<file path="config.mk">
export PLATFORM = sky130hd
export DESIGN_NAME = spi_aes_initiator
export DESIGN_NICKNAME = d
export VERILOG_FILES = /design/src/rtl/spi_aes_initiator.sv
export SDC_FILE = /design/constraint.sdc
export NUM_CORES = 1
export LEC_CHECK = 0
export BUFFER_PORTS_ARGS = -buffer_cell sky130_fd_sc_hd__buf_2
export CAP_MARGIN = 40
export CORE_ASPECT_RATIO = 1.2
export CORE_MARGIN = 1
export CORE_UTILIZATION = 40
export CTS_CLUSTER_SIZE = 40
export DETAILED_ROUTE_END_ITERATION = 7
export HOLD_SLACK_MARGIN = 0.1
export PLACE_DENSITY = 0.67
export SYNTH_ARGS = -nofsm -noshare
export SYNTH_HDL_FRONTEND = slang
export SYNTH_SLANG_ARGS = --single-unit
</file>
<file path="constraint.sdc">
create_clock -name in_clk -period 49.9 [get_ports in_clk]
set_input_delay 14.97 -clock in_clk [delete_from_list [all_inputs] [get_ports in_clk]]
set_output_delay 14.97 -clock in_clk [all_outputs]
set_load 0.01 [all_outputs]
</file>
<file path="src/rtl/spi_aes_initiator.sv">
// SPI mode-0 initiator for an AES subnode: shifts out {msg_in, key_in} MSB first,
// waits for the subnode to compute, then reads back one result block.
module spi_aes_initiator #(
   parameter int nk      = 8,
   parameter int nb      = 4,
   parameter int CLK_DIV = 2
) (
   input  logic                in_clk,
   input  logic                rst,
   input  logic                start,
   input  logic [32*nb-1:0]    msg_in,
   input  logic [32*nk-1:0]    key_in,
   input  logic                miso,
   output logic                sclk,
   output logic                cs,
   output logic                mosi,
   output logic                busy,
   output logic                done,
   output logic [32*nb-1:0]    result_out
);

   localparam int TX_BITS = 32*nb + 32*nk;
   localparam int RX_BITS = 32*nb;
   localparam int CNT_W   = $clog2(TX_BITS + 1);
   localparam int DIV_W   = $clog2(2*CLK_DIV);

   localparam logic [DIV_W-1:0] HALF_LEN = DIV_W'(CLK_DIV - 1);
   localparam logic [DIV_W-1:0] GAP_LEN  = DIV_W'(2*CLK_DIV - 1);
   localparam logic [DIV_W-1:0] DIV_ONE  = DIV_W'(1);
   localparam logic [CNT_W-1:0] TX_LEN   = CNT_W'(TX_BITS);
   localparam logic [CNT_W-1:0] RX_LEN   = CNT_W'(RX_BITS);
   localparam logic [CNT_W-1:0] CNT_ONE  = CNT_W'(1);

   typedef enum logic [2:0] {IDLE, SETUP, TX, GAP, RX, FINISH} state_t;

   state_t               state_reg, state_next;
   logic [DIV_W-1:0]     div_reg, div_next;
   logic [CNT_W-1:0]     bit_reg, bit_next;
   logic [TX_BITS-1:0]   tx_reg, tx_next;
   logic [RX_BITS-1:0]   rx_reg, rx_next;
   logic [RX_BITS-1:0]   result_reg, result_next;
   logic                 sclk_reg, sclk_next;
   logic                 cs_reg, cs_next;
   logic                 mosi_reg, mosi_next;
   logic                 busy_reg, busy_next;
   logic                 done_reg, done_next;

   always_ff @(posedge in_clk or posedge rst) begin
      if (rst) begin
         state_reg  <= IDLE;
         div_reg    <= '0;
         bit_reg    <= '0;
         tx_reg     <= '0;
         rx_reg     <= '0;
         result_reg <= '0;
         sclk_reg   <= 1'b0;
         cs_reg     <= 1'b1;
         mosi_reg   <= 1'b0;
         busy_reg   <= 1'b0;
         done_reg   <= 1'b0;
      end else begin
         state_reg  <= state_next;
         div_reg    <= div_next;
         bit_reg    <= bit_next;
         tx_reg     <= tx_next;
         rx_reg     <= rx_next;
         result_reg <= result_next;
         sclk_reg   <= sclk_next;
         cs_reg     <= cs_next;
         mosi_reg   <= mosi_next;
         busy_reg   <= busy_next;
         done_reg   <= done_next;
      end
   end

   always_comb begin
      state_next  = state_reg;
      div_next    = div_reg;
      bit_next    = bit_reg;
      tx_next     = tx_reg;
      rx_next     = rx_reg;
      result_next = result_reg;
      sclk_next   = sclk_reg;
      cs_next     = cs_reg;
      mosi_next   = mosi_reg;
      busy_next   = busy_reg;
      done_next   = 1'b0;
      case (state_reg)
         IDLE: begin
            sclk_next = 1'b0;
            cs_next   = 1'b1;
            mosi_next = 1'b0;
            busy_next = 1'b0;
            // done_reg high means this is the done cycle; a start here is dropped
            if (start && !done_reg) begin
               state_next = SETUP;
               tx_next    = {msg_in, key_in};
               mosi_next  = msg_in[32*nb-1];
               cs_next    = 1'b0;
               busy_next  = 1'b1;
               div_next   = HALF_LEN;
            end
         end
         SETUP: begin
            if (div_reg == '0) begin
               state_next = TX;
               div_next   = HALF_LEN;
               bit_next   = TX_LEN;
               mosi_next  = tx_reg[TX_BITS-1];
            end else begin
               div_next = div_reg - DIV_ONE;
            end
         end
         TX: begin
            if (div_reg != '0) begin
               div_next = div_reg - DIV_ONE;
            end else if (!sclk_reg) begin
               sclk_next = 1'b1;
               div_next  = HALF_LEN;
            end else begin
               sclk_next = 1'b0;
               div_next  = HALF_LEN;
               if (bit_reg == CNT_ONE) begin
                  state_next = GAP;
                  bit_next   = '0;
                  mosi_next  = 1'b0;
                  div_next   = GAP_LEN;
               end else begin
                  bit_next  = bit_reg - CNT_ONE;
                  tx_next   = {tx_reg[TX_BITS-2:0], 1'b0};
                  mosi_next = tx_reg[TX_BITS-2];
               end
            end
         end
         GAP: begin
            if (div_reg == '0) begin
               state_next = RX;
               div_next   = HALF_LEN;
               bit_next   = RX_LEN;
            end else begin
               div_next = div_reg - DIV_ONE;
            end
         end
         RX: begin
            mosi_next = 1'b0;
            // after the last period a final low half keeps cs asserted past the last edge
            if (div_reg != '0) begin
               div_next = div_reg - DIV_ONE;
            end else if (!sclk_reg) begin
               if (bit_reg == '0) begin
                  state_next  = FINISH;
                  cs_next     = 1'b1;
                  result_next = rx_reg;
               end else begin
                  sclk_next = 1'b1;
                  div_next  = HALF_LEN;
                  rx_next   = {rx_reg[RX_BITS-2:0], miso};
               end
            end else begin
               sclk_next = 1'b0;
               div_next  = HALF_LEN;
               bit_next  = bit_reg - CNT_ONE;
            end
         end
         FINISH: begin
            sclk_next  = 1'b0;
            cs_next    = 1'b1;
            done_next  = 1'b1;
            busy_next  = 1'b0;
            state_next = IDLE;
         end
         default: state_next = IDLE;
      endcase
   end

   assign sclk       = sclk_reg;
   assign cs         = cs_reg;
   assign mosi       = mosi_reg;
   assign busy       = busy_reg;
   assign done       = done_reg;
   assign result_out = result_reg;

endmodule

</file>
==> results.tsv <==
metric	value	unit
grt_use_met1	20.6	%
worstPathCellList	buf_2 > nor2b_1 > o21ai_0 > a21oi_4 > buf_12 > buf_4 > buf_12 > mux2_2	
fin_skew	0.0282	ns
synth_nets	2323	
core_area	0.0741	sq mm
clockBufferDepth	3	
crit_arrival	18.01	ns
r2r_end	tx_reg[77]	
synth_top_area_share	54.8	%
final_area	0.0361	sq mm
hold_viol	0	
die_h	302	um
grt_busiest_layer	met2	
wl_per_cell	18.8	um
die_width	252	um
final_antenna_net_count	0	
cpMostUsedCell	buf_12	
post_cts_buffers	0	
grt_use_met2	28.3	%
grt_pass1_wl	104000	um
rows	109	
fin_nets	2823	
largest_register_ffs	384	
clock-root-buffer	clkbuf_16	
via_per_inst	4.99	
cp.required	50.38	ns
fin_ws	32.37	ns
holdCritStartpoint	result_out[38]	
io_buffer_count	520	
synth_area	0.0301	sq mm
pwr_density_cell	57.9	mW/mm^2
cts_buffers	70	
rsz0062_at_grt	no	
grt_pass1_vias	18800	
clk_pin_slew	0.06	ns
yosysTopAreaCell	dfrtp_1	
finalSetupViolations	0	
worstSkewPairLatency	0.62	ns
io_pins	521	
cts_tree	built	
fin_setup_tns	0	ns
area_growth	20.2	%
antenna_found_initial	40	
crit_buf_inv	4	
h-tree-depth	3	
postSynthAreaPerCell	15.5	sq um
hpwl	46100	um
worstPathMaxFanout	182	
finalCriticalPeriod	17.53	ns
synthDistinctLibCells	55	
drt-pass1-iter-count	4	
tightest_slew	0.985	ns
gp_congestion	0.785	
fillers	6452	
hold_class	reg2reg	
status	finished, final reports clean	
overflow	0	
drc	0	
async_flop_share	100	%
synth_ff_type	dfrtp_1	
slew_viol_final	0	
crit_family	buffers and inverters	
end_kind	register	
fmax	57.0	MHz
dieArea	0.0762	sq mm
seq_area	0.0165	sq mm
rr_startpoint	state_reg[2]	
num_vias	17500	
hold_path_depth	1	
hold_ws	0.478	ns
reg2regPathDepth	7	
postCtsHoldBufs	0	
grt_usage	17.1	%
synth_seq_cells	659	
syn_inst	1933	
clkSinkCount	659	
yosys_warnings	0	
crit_type	in2reg	
p_leak	17.0	nW
min_period_over_period	35.1	%
ys_top_cells_by_area	dfrtp_1 55%, mux2_2 25%, mux2_1 8.3%	
slew_headroom	34.4	%
slowest_delay	0.79	ns
synth_edf_count	0	
drv_cap	0	
slowest_stage	buf_12	
reg2reg_setup_slack	45.92	ns
routed_wl	66000	um
multi_input_area	0.0127	sq mm
first_iter_violations	729	
start_util	40.6	%
dp_slack	31.80	ns
post_dp_cell_area	0.0336	sq mm
ys_seq_area_share	54.9	%
drive_gt1_share	59.6	%
ir_drop	0.0000632	V
grt_max_degree	183	
worst_hold_path.endpoint	result_out[38]	
met3_usage	5.83	%
startpoint_type	input pin	
cts.repair.resized	0	
where the power goes:
part / internal, mW / switching [mW] / leakage (nW)
Combinational: 0.438 / 0.297 / 7.47
Sequential: 0.714 / 0.0942 / 8.33
Clock: 0.323 / 0.226 / 1.22
Total: 1.48 / 0.617 / 17.0
layout make-up:
class                   count  area share [%]
diodes                     20           0.139
flip-flops and latches    659            45.7
inverters                  10           0.125
well taps                 999            3.46
multi-input cells        1138            35.2
clock inverters            26            1.20
clock buffers              98            5.67
repair buffers            554            8.50
cell usage in the layout, fill, tap and decap left out, types with 11 or more instances in the layout:
master / count
buf_2: 520
mux2_2: 679
o21ai_0: 17
clkbuf_8: 19
buf_4: 22
diode_2: 20
clkinv_2: 11
dfrtp_1: 658
nand2_1: 13
clkbuf_16: 70
mux2_1: 222
mux2_4: 120
metrics by stage:
stage | util, % | total power [mW] | std cells
finish | 48.8 | 2.09 | 3504
CTS | 48.7 | 2.13 | 3484
global placement | 45.0 | 1.51 | 3349
floorplan | - | 1.42 | 1933
global route | 48.7 | 2.22 | 3496
detailed placement | 45.3 | 1.56 | 3360
metal layers:
| metal | part of all wire, % | up-vias |
|---|---|---|
| li1 | - | 8014 |
| met1 | 40 | 8890 |
| met2 | 50 | 411 |
| met3 | 6.8 | 139 |
| met4 | 2.7 | 44 |
| met5 | 0.40 | - |
cells in the mapped netlist (2+ instances only):
| cell type | number |
|---|---|
| mux2_2 | 679 |
| dfrtp_1 | 658 |
| mux2_1 | 222 |
| mux2_4 | 120 |
| buf_2 | 59 |
| clkbuf_1 | 32 |
| o21ai_0 | 17 |
| buf_6 | 15 |
| nand2_1 | 13 |
| buf_8 | 10 |
| inv_1 | 10 |
| buf_4 | 8 |
| a21oi_1 | 7 |
| nor2_1 | 7 |
| o211ai_1 | 6 |
| nor2b_1 | 5 |
| nor3_1 | 5 |
| nand3_1 | 4 |
| o221ai_1 | 4 |
| o22ai_1 | 3 |
| or2_2 | 3 |
| or3_1 | 3 |
| or3b_2 | 3 |
| a22o_1 | 2 |
| a31oi_1 | 2 |
| a32oi_1 | 2 |
| ha_1 | 2 |
| nor3b_1 | 2 |
| nor4b_1 | 2 |
| o21a_1 | 2 |
| or2_1 | 2 |
worst max path at each step:
stage	from	end	slack [ns]	depth (start not counted)
after global routing	start	tx_reg[205]	32.17	8
after floorplan	rst	bit_reg[0]	16.46	1
final	start	tx_reg[120]	32.37	8
after CTS	start	tx_reg[120]	32.45	8
after detailed placement	start	tx_reg[211]	31.80	8
after global placement	start	tx_reg[193]	31.42	7
logic make-up after synthesis:
logic type / count (synthesis) / share of synthesized area, %
multiplexers: 1021 / 39.8
flip-flops: 659 / 54.9
buffers and inverters: 136 / 2.85
AO/OA/AOI/OAI: 57 / 1.29
AND/OR/NAND/NOR: 56 / 1.08
XOR/XNOR: 2 / 0.0583
adder cells (fa/ha/maj): 2 / 0.0833
Power figures use the tool's default switching activity.
